## src/rtl/uart_frame_tx_pkg.sv

```systemverilog
// Shared framing constants, config snapshot type and byte-mux helpers for the
// RX8 config link (transmit echo and receive-side packet decoder).
package uart_frame_tx_pkg;

   localparam logic [7:0] SYNC_BYTE     = 8'hA5;
   localparam int         N_FRAME_BYTES = 14;
   localparam int         BYTE_IDX_W    = 4;

   typedef logic [BYTE_IDX_W-1:0] byte_idx_t;

   typedef enum logic [1:0] {
      TX_IDLE,
      TX_START,
      TX_DATA,
      TX_STOP
   } tx_state_t;

   typedef enum logic {
      F_IDLE,
      F_SEND
   } frame_state_t;

   typedef struct packed {
      logic [8:0]  pix_x;
      logic [7:0]  pix_y;
      logic [15:0] cxs;
      logic [15:0] cys;
      logic [15:0] dcx;
      logic [15:0] dcy;
      logic [7:0]  max_iterate;
   } cfg_t;

   // Payload bytes k=1..12 in RX8 packet order; other indices return zero.
   function automatic logic [7:0] payload_byte(byte_idx_t k, cfg_t c);
      case (k)
         4'd1:    return {7'b0, c.pix_x[8]};
         4'd2:    return c.pix_x[7:0];
         4'd3:    return c.pix_y;
         4'd4:    return c.cxs[15:8];
         4'd5:    return c.cxs[7:0];
         4'd6:    return c.cys[15:8];
         4'd7:    return c.cys[7:0];
         4'd8:    return c.dcx[15:8];
         4'd9:    return c.dcx[7:0];
         4'd10:   return c.dcy[15:8];
         4'd11:   return c.dcy[7:0];
         4'd12:   return c.max_iterate;
         default: return 8'h00;
      endcase
   endfunction

   function automatic logic [7:0] cfg_checksum(cfg_t c);
      logic [7:0] acc;
      acc = 8'h00;
      for (int k = 1; k <= 12; k++) begin
         acc = acc ^ payload_byte(byte_idx_t'(k), c);
      end
      return acc;
   endfunction

   function automatic logic [7:0] frame_byte(byte_idx_t k, cfg_t c);
      if (k == '0) begin
         return SYNC_BYTE;
      end else if (k == byte_idx_t'(N_FRAME_BYTES - 1)) begin
         return cfg_checksum(c);
      end else begin
         return payload_byte(k, c);
      end
   endfunction

endpackage

```

## src/rtl/uart_tx_byte.sv

```systemverilog
// 8N1 byte serialiser with baud counter; a load on the final stop-bit cycle
// chains the next byte with no idle gap.
module uart_tx_byte
   import uart_frame_tx_pkg::*;
#(
   parameter int CLK_DIV = 208
) (
   input  logic       clk,
   input  logic       rst,
   input  logic       load,
   input  logic [7:0] data,
   output logic       txd,
   output logic       ready
);

   localparam int             CW        = (CLK_DIV > 1) ? $clog2(CLK_DIV) : 1;
   localparam logic [CW-1:0]  BAUD_LAST = CW'(CLK_DIV - 1);

   tx_state_t     state;
   logic [CW-1:0] baud_cnt;
   logic [2:0]    bit_cnt;
   logic [7:0]    shift;
   logic          baud_wrap;

   assign baud_wrap = (baud_cnt == BAUD_LAST);

   // Ready while idle, or on the last cycle of a stop bit so bytes run back-to-back.
   assign ready = (state == TX_IDLE) || ((state == TX_STOP) && baud_wrap);

   // NOTE: all state here uses non-blocking assignments so every flop samples
   // the pre-edge values of the others, independent of statement order.
   always_ff @(posedge clk) begin
      if (rst) begin
         state    <= TX_IDLE;
         txd      <= 1'b1;
         baud_cnt <= '0;
         bit_cnt  <= '0;
         shift    <= '0;
      end else begin
         if (state != TX_IDLE) begin
            baud_cnt <= baud_wrap ? '0 : baud_cnt + 1'b1;
         end

         case (state)
            TX_IDLE: begin
               if (load) begin
                  state    <= TX_START;
                  txd      <= 1'b0;
                  shift    <= data;
                  baud_cnt <= '0;
               end
            end
            TX_START: begin
               if (baud_wrap) begin
                  state   <= TX_DATA;
                  txd     <= shift[0];
                  bit_cnt <= '0;
               end
            end
            TX_DATA: begin
               if (baud_wrap) begin
                  if (bit_cnt == 3'd7) begin
                     state <= TX_STOP;
                     txd   <= 1'b1;
                  end else begin
                     bit_cnt <= bit_cnt + 1'b1;
                     shift   <= shift >> 1;
                     txd     <= shift[1];
                  end
               end
            end
            TX_STOP: begin
               if (baud_wrap) begin
                  if (load) begin
                     state <= TX_START;
                     txd   <= 1'b0;
                     shift <= data;
                  end else begin
                     state <= TX_IDLE;
                  end
               end
            end
            default: begin
               state <= TX_IDLE;
               txd   <= 1'b1;
            end
         endcase
      end
   end

endmodule

```

## src/rtl/uart_frame_tx.sv

```systemverilog
// Config echo transmitter: snapshots the render config on start and sends
// sync, 12 payload bytes and an XOR checksum as one back-to-back 8N1 frame.
module uart_frame_tx
   import uart_frame_tx_pkg::*;
#(
   parameter int CLK_DIV = 208
) (
   input  logic        clk,
   input  logic        rst,
   input  logic        start,
   input  logic [8:0]  pix_x,
   input  logic [7:0]  pix_y,
   input  logic [15:0] cxs,
   input  logic [15:0] cys,
   input  logic [15:0] dcx,
   input  logic [15:0] dcy,
   input  logic [7:0]  max_iterate,
   output logic        txd,
   output logic        busy,
   output logic        done
);

   frame_state_t state;
   cfg_t         snap;
   byte_idx_t    byte_idx;
   logic         tx_load;
   logic         tx_ready;
   logic [7:0]   tx_data;
   logic         last_byte;

   assign last_byte = (byte_idx == byte_idx_t'(N_FRAME_BYTES - 1));

   // The sync byte is a constant, so it loads on the accept edge itself while
   // the snapshot registers are still being written.
   // NOTE: every output of this block gets a default first, so no path can
   // leave one unassigned and infer a latch.
   always_comb begin
      tx_load = 1'b0;
      tx_data = SYNC_BYTE;
      case (state)
         F_IDLE: begin
            tx_load = start;
         end
         F_SEND: begin
            tx_load = tx_ready && !last_byte;
            tx_data = frame_byte(byte_idx + 1'b1, snap);
         end
         default: begin
            tx_load = 1'b0;
         end
      endcase
   end

   // NOTE: the snapshot is data, not control: it is rewritten on every accept
   // and only read while busy, so it carries no reset.
   always_ff @(posedge clk) begin
      if (rst) begin
         state    <= F_IDLE;
         byte_idx <= '0;
         busy     <= 1'b0;
         done     <= 1'b0;
      end else begin
         done <= 1'b0;
         case (state)
            F_IDLE: begin
               if (start) begin
                  snap <= '{pix_x:       pix_x,
                            pix_y:       pix_y,
                            cxs:         cxs,
                            cys:         cys,
                            dcx:         dcx,
                            dcy:         dcy,
                            max_iterate: max_iterate};
                  byte_idx <= '0;
                  busy     <= 1'b1;
                  state    <= F_SEND;
               end
            end
            F_SEND: begin
               if (tx_ready) begin
                  if (last_byte) begin
                     state <= F_IDLE;
                     busy  <= 1'b0;
                     done  <= 1'b1;
                  end else begin
                     byte_idx <= byte_idx + 1'b1;
                  end
               end
            end
            default: begin
               state <= F_IDLE;
               busy  <= 1'b0;
            end
         endcase
      end
   end

   uart_tx_byte #(
      .CLK_DIV (CLK_DIV)
   ) u_tx_byte (
      .clk   (clk),
      .rst   (rst),
      .load  (tx_load),
      .data  (tx_data),
      .txd   (txd),
      .ready (tx_ready)
   );

endmodule
```

## config.mk

```make
export PLATFORM = sky130hd
export DESIGN_NAME = uart_frame_tx
export DESIGN_NICKNAME = d
export VERILOG_FILES = /design/src/rtl/uart_frame_tx_pkg.sv /design/src/rtl/uart_tx_byte.sv /design/src/rtl/uart_frame_tx.sv
export SDC_FILE = /design/constraint.sdc
export NUM_CORES = 1
export LEC_CHECK = 0
export CORE_UTILIZATION = 35
export CTS_BUF_LIST = sky130_fd_sc_hd__clkbuf_4 sky130_fd_sc_hd__clkbuf_8
export CTS_CLUSTER_DIAMETER = 100
export DETAILED_ROUTE_END_ITERATION = 10
export HOLD_SLACK_MARGIN = 0.06
export PLACE_DENSITY_LB_ADDON = 0.05
export SYNTH_ARGS = -nofsm -noshare
export SYNTH_HDL_FRONTEND = slang
export SYNTH_SLANG_ARGS = --single-unit
```

## constraint.sdc

```tcl
create_clock -name clk -period 8.91 [get_ports clk]
set_input_delay 1.782 -clock clk [delete_from_list [all_inputs] [get_ports clk]]
set_output_delay 1.782 -clock clk [all_outputs]
set_load 0.02 [all_outputs]
```

==> results of run 1 <==
## layout make-up
class / count / area (um^2)
sequential: 118 / 3253
timing repair buffer: 100 / 985.9
multi-input combinational: 418 / 2959
tap: 229 / 286.5
clock inverter: 9 / 150.1
fill: 1677 / 9925
clock buffer: 23 / 297.8
inverter: 12 / 45.04
## critical path: cells and delay by family, from the launching register on
family          cells  cell delay [ns]
compound gates      5             1.70
fa+ha+maj           1             0.80
flops               1             0.52
simple gates        1             0.25
## power by group
group,internal [mW],switching [mW]
clock network,0.335,0.219
registers,0.640,0.0389
logic,0.167,0.204
total,1.14,0.461
## stage by stage
stage	utilization (%)	total power, mW
after global placement	42.06	1.052
after global routing	44.56	1.684
after detailed placement	42.06	1.060
after floorplan	-	0.9554
final	44.56	1.603
after CTS	44.56	1.615
## metal layers
layer,vias up,share of wire [%]
met2,194,46
met1,2344,45
met3,27,6.6
li1,2376,-
met5,-,0
met4,0,1.8
## cells in the final DEF, fill, tap and decap left out, types with 7 or more instances in the layout
cell type / instances
clkdlybuf4s50_1: 94
inv_1: 12
nand4_1: 10
dfxtp_1: 29
nor2_1: 37
nand3_1: 21
o21ai_0: 19
xor2_1: 10
nor3_1: 17
clkbuf_8: 20
a32oi_1: 7
a22o_1: 12
a21oi_1: 35
edfxtp_1: 89
xnor2_1: 72
a22oi_1: 17
nand2_1: 39
ha_1: 13
and3_1: 9
## logic make-up (layout without fill, tap and decap cells)
logic type / Yosys count / in the layout / share of synthesized area (%)
muxes: 6 / 6 / 0.9798
adders and majority gates: 13 / 13 / 2.548
buffers and inverters: 40 / 144 / 2.880
AOI/OAI and AO/OA: 158 / 158 / 18.93
DFF: 118 / 118 / 50.95
xor gates and xnor gates: 82 / 82 / 11.25
and+or+nand+nor: 159 / 159 / 12.46
## sequential cells by signal (all words and copies together), names as in the netlist
| register | count |
|---|---|
| u_tx_byte.shift | 8 |
| busy | 1 |
| u_tx_byte.baud_cnt | 8 |
| state | 1 |
| byte_idx | 4 |
| u_tx_byte.bit_cnt | 3 |
| snap | 89 |
| u_tx_byte.txd | 1 |
| done | 1 |
| u_tx_byte.state | 2 |
## final timing paths
check | cells after the start | slack (ns) | endpoint | start
worst min-delay path | 2 | 0.46 | u_tx_byte.bit_cnt[2]$_SDFFE_PP0P_ | u_tx_byte.bit_cnt[2]$_SDFFE_PP0P_
worst min register to register | 2 | 0.46 | u_tx_byte.bit_cnt[2]$_SDFFE_PP0P_ | u_tx_byte.bit_cnt[2]$_SDFFE_PP0P_
worst max register to register | 7 | 5.52 | u_tx_byte.shift[2]$_SDFFE_PP0P_ | byte_idx[0]$_SDFFE_PP0P_
worst max-delay path | 7 | 5.52 | u_tx_byte.shift[2]$_SDFFE_PP0P_ | byte_idx[0]$_SDFFE_PP0P_
==> metrics, run 1 <==
Post-synth EDFFs=89; Max Freq=295.1 MHz; Skew-Pair Late Insertion Delay=0.44 ns; share of layout cells above drive strength 1=9.118%; CTS Buf Count=17; Critical Path Max Stage Delay=around 0.8 ns; Yosys reg bits=~120; DP Worst Slack=5.239 ns; Post-Synthesis Cells=576; Min-Delay Path Class=reg2reg; postcts setup bufs=0; Mapped Area=6385 um^2; H-Tree Depth=4; hold buffer count at CTS=0; syn_area_per_cell=11.08 um^2; LEAKAGE=2.668 nW; Core ar.=around 18000 um^2; post-CTS sizing=0; slowest CP cell=ha_1; final hold vios=0; vias in the first global route=between 4000 and 5000; maxcap violations=0; initial antenna violation count=0; Avg WL per Cell=18.79 um; final setup vio count=0; Yosys top cell by area=edfxtp_1; status=complete, but fails checks; Starting DRT DRC Count=477; Arr. time, crit path=between 3 and 4 ns; fin. max-slew vios=0; clock sinks=118; Total Routing Usage GR=19.16%; Layout Nets=about 770; Worst Path Required=~9.2 ns; met2 Track Usage GR=between 20 and 30%; Pre-Repair DR Iteration Count=9; Placed Area=between 7000 and 8000 um^2; Worst-Margin Slew=1.169 ns; # diodes=0; Slew HR=22.04%; Worst-path clk slew=0.07 ns; Ys Warns=0; Cell Count, Final, Fillers Out=909; Synth Net Count=681; DRC violations left=2; Setup crit start kind=register; met3 Use GR=under 10%; fin area=between 7000 and 8000 um^2; Critical Path End Type=register; die area=18790 um^2; routing usage on met1=25.87%; Via density=~5.4; post-synth top area share=41.86%; sequential area share after synthesis=50.95%; Layout Area Growth over Synthesis=24.95%; clock skew=0.01163 ns; minimum clock period=3.389 ns; antenna-violating nets left=0; PwrDens=~200 nW/um^2; failing checks=DRC; Chip Height=137.1 um; Final WS setup=5.521 ns; root buffer cell=clkbuf_8; global-route wire length before repair=26750 um; crit-path cells=ha_1, and2_1, a21boi_1, o21ai_0, a211oi_2, a221oi_2, o41ai_2; unrepaired setup endpoints after global routing=false; final worst path period share=38.04%; setup_tns=0 ns; crit path kind=reg2reg; initial core utilization=between 30% and 40%; critical path fanouts, max=21; grt total ovfl=0; dpl hpwl=12250 um; Main synth FF type=edfxtp_1; CTS Buffer Depth=2; PortBufs=94; Inst Count DP=877; Vias=4941; # IOs=95; final WL=17080 um; TritonCTS clock tree=built; Max VDD drop=approximately 0.093 mV; largest net degree at the start of global routing=47; global routing's busiest layer=met2; Post-synth top cells=edfxtp_1 (89), xnor2_1 (72), nand2_1 (39), nor2_1 (37), a21oi_1 (35); Final GP Congestion=roughly 0.88; top post-synthesis cells by area=edfxtp_1 (42%), xnor2_1 (9.9%), dfxtp_1 (9.1%), a21oi_1 (2.7%), ha_1 (2.5%); Min Hold Slack=0.4646 ns; Rows=a little under 50; most instantiated library cell after synthesis=edfxtp_1; width of the die=around 140 um; Async SR Flop Fraction=0%; post-synth cell types=75
Power figures use the tool's default switching activity.
==> inputs of run 2 (changes only) <==
- clock period: 8.91 -> 2.8 ns (I/O delays scaled with it)
==> run 2 against run 1 <==
  * The flow now finishes without violations
  * Maximum frequency grew 28%
  * Critical path depth is 2 higher
  * First-iteration DRC count decreased by 18%
  * Non-clock buffer count up 35
  * Core utilization increased by 1.4 points
  * Sequential power grew to 3.2 times the previous value
  * Setup slack worse by 5.4 ns
  * Global-route usage is 0.88 points higher
  * Critical path type unchanged
  * Critical endpoint unchanged
==> metrics, run 2 (same netlist as run 1, synthesis figures left out) <==
Sw Share=30.82%; Layout Area Growth over Synthesis=28.81%; Final GP Congestion=0.8829; largest net degree at the start of global routing=90; Final WS setup=between 0.15 and 0.2 ns; Core ar.=17900 um^2; die area=18790 um^2; Layout Nets=807; final hold vios=0; CTS Buffer Depth=2; antenna-violating nets left=0; share of layout cells above drive strength 1=between 10% and 20%; critical path fanouts, max=8; top flop regs=snap: 89 flops, u_tx_byte.baud_cnt: 8 flops, u_tx_byte.shift: 8 flops; postcts setup bufs=0; final WL=17790 um; Max Freq=around 380 MHz; switching pwr=1.557 mW; register share of total power=42.7%; max FFs per register=89; Via density=5.427; most frequent cells in the layout=clkdlybuf4s50_1 (94), edfxtp_1 (89), xnor2_1 (72); Arr. time, crit path=around 3.0 ns; Slew HR=a little under half; Starting DRT DRC Count=392; largest reg by FF count=snap; Worst-Margin Slew=~0.8 ns; clock sinks=approximately 120; initial antenna violation count=0; crit path kind=reg2reg; Skew-Pair Late Insertion Delay=about 0.44 ns; PwrDens=approximately 600 nW/um^2; Avg WL per Cell=18.85 um; dpl hpwl=13360 um; Vias=5123; unrepaired setup endpoints after global routing=false; final setup vio count=0; # diodes=0; Chip Height=137.1 um; clock skew=0.007141 ns; vias in the first global route=5119; Logic pwr share=about a quarter; final design utilization=between 40 and 50%; root buffer cell=clkbuf_8; CTS Buf Count=17; DRC violations left=0; Rows=roughly 50; Setup crit start kind=register; crit-path cells=buf_4, ha_1, a22oi_1, nand3_1, a22o_1, a2111oi_2, nand4_1, a221oi_2, o41ai_2; Worst-path clk slew=0.08 ns; grt total ovfl=0; PortBufs=between 90 and 100; Clock power frac=between 30 and 40%; H-Tree Depth=4; hold buffer count at CTS=0; Critical Path End Type=register; Critical Path Max Stage Delay=0.36 ns; Min-Delay Path Class=reg2reg; global-route wire length before repair=27650 um; TritonCTS clock tree=built; initial core utilization=35.67%; minimum clock period=between 2 and 3 ns; cell internal pwr=3.495 mW; LEAKAGE=2.824 nW; width of the die=137.1 um; commonest non-fill, non-tap cell in the layout=clkdlybuf4s50_1; Worst Path Required=~3.1 ns; fin. max-slew vios=0; Total Routing Usage GR=20.03%; Pre-Repair DR Iteration Count=5; DP Worst Slack=0.1962 ns; post-CTS sizing=0; status=finished, final reports clean; # IOs=95; slowest CP cell=dfxtp_1; final worst path period share=94.37%; maxcap violations=0; Max VDD drop=~0.41 mV
==> run 2: changes by cell type in the layout (fill, tap and decap cells not counted), moves of 2 or more <==
cell and change:
clkinv_4 +3, clkbuf_8 -3, clkinvlp_4 +2, buf_4 +34, clkbuf_4 -2
==> run 2: area by class of cell <==
class | count | area, um^2
clock buffers | 18 | 241.5
clock inverters | 14 | 177.7
fillers | 1665 | 9678
inverters | 12 | 45.04
multi-input cells | 418 | 2959
flip-flops and latches | 118 | 3253
well taps | 229 | 286.5
repair buffers | 135 | 1261
==> run 2: critical path: cells and delay by family, from the launching register on <==
family / cells / cell delay (ns)
AO/OA/AOI/OAI: 5 / 1.31
flip-flops: 1 / 0.36
adder cells (fa/ha/maj): 1 / 0.33
AND/OR/NAND/NOR: 2 / 0.33
buffers and inverters: 1 / 0.18
==> run 2: metal layers <==
metal  vias up  track usage, %  share of wire [%]
met5         -               0                  0
met4         0           7.326                1.8
met3        28           5.259                6.0
met2       190           32.10                 47
met1      2460           25.85                 45
li1       2445               -                  -
==> run 2: worst paths after layout <==
path                                           from                           endpoint  slack (ns)  cells after the start
setup / recovery           byte_idx[0]$_SDFFE_PP0P_    u_tx_byte.shift[2]$_SDFFE_PP0P_        0.16                      9
hold / removal    u_tx_byte.bit_cnt[1]$_SDFFE_PP0P_  u_tx_byte.bit_cnt[1]$_SDFFE_PP0P_        0.46                      2
setup reg to reg           byte_idx[0]$_SDFFE_PP0P_    u_tx_byte.shift[2]$_SDFFE_PP0P_        0.16                      9
hold reg to reg   u_tx_byte.bit_cnt[1]$_SDFFE_PP0P_  u_tx_byte.bit_cnt[1]$_SDFFE_PP0P_        0.46                      2
==> run 2: through the flow <==
stage	hold slack (ns)	power, mW	instances	instance area (um^2)	setup TNS, ns
finish	0.4646	5.052	944	8224	0
global route	0.4855	5.322	944	8224	0
CTS	0.4678	5.104	944	8224	0
detailed placement	0.4586	3.436	912	7805	0
global placement	0.4469	3.426	912	7805	0
floorplan	0.4265	3.041	576	6406	-56.20
==> run 2: power groups by stage <==
| stage | Clock, mW | Combinational (mW) | Sequential (mW) |
|---|---|---|---|
| floorplan | 0 | 0.873 | 2.17 |
| global placement | 0 | 1.23 | 2.19 |
| detailed placement | 0 | 1.24 | 2.19 |
| CTS | 1.70 | 1.25 | 2.15 |
| global route | 1.79 | 1.36 | 2.17 |
| finish | 1.65 | 1.25 | 2.16 |
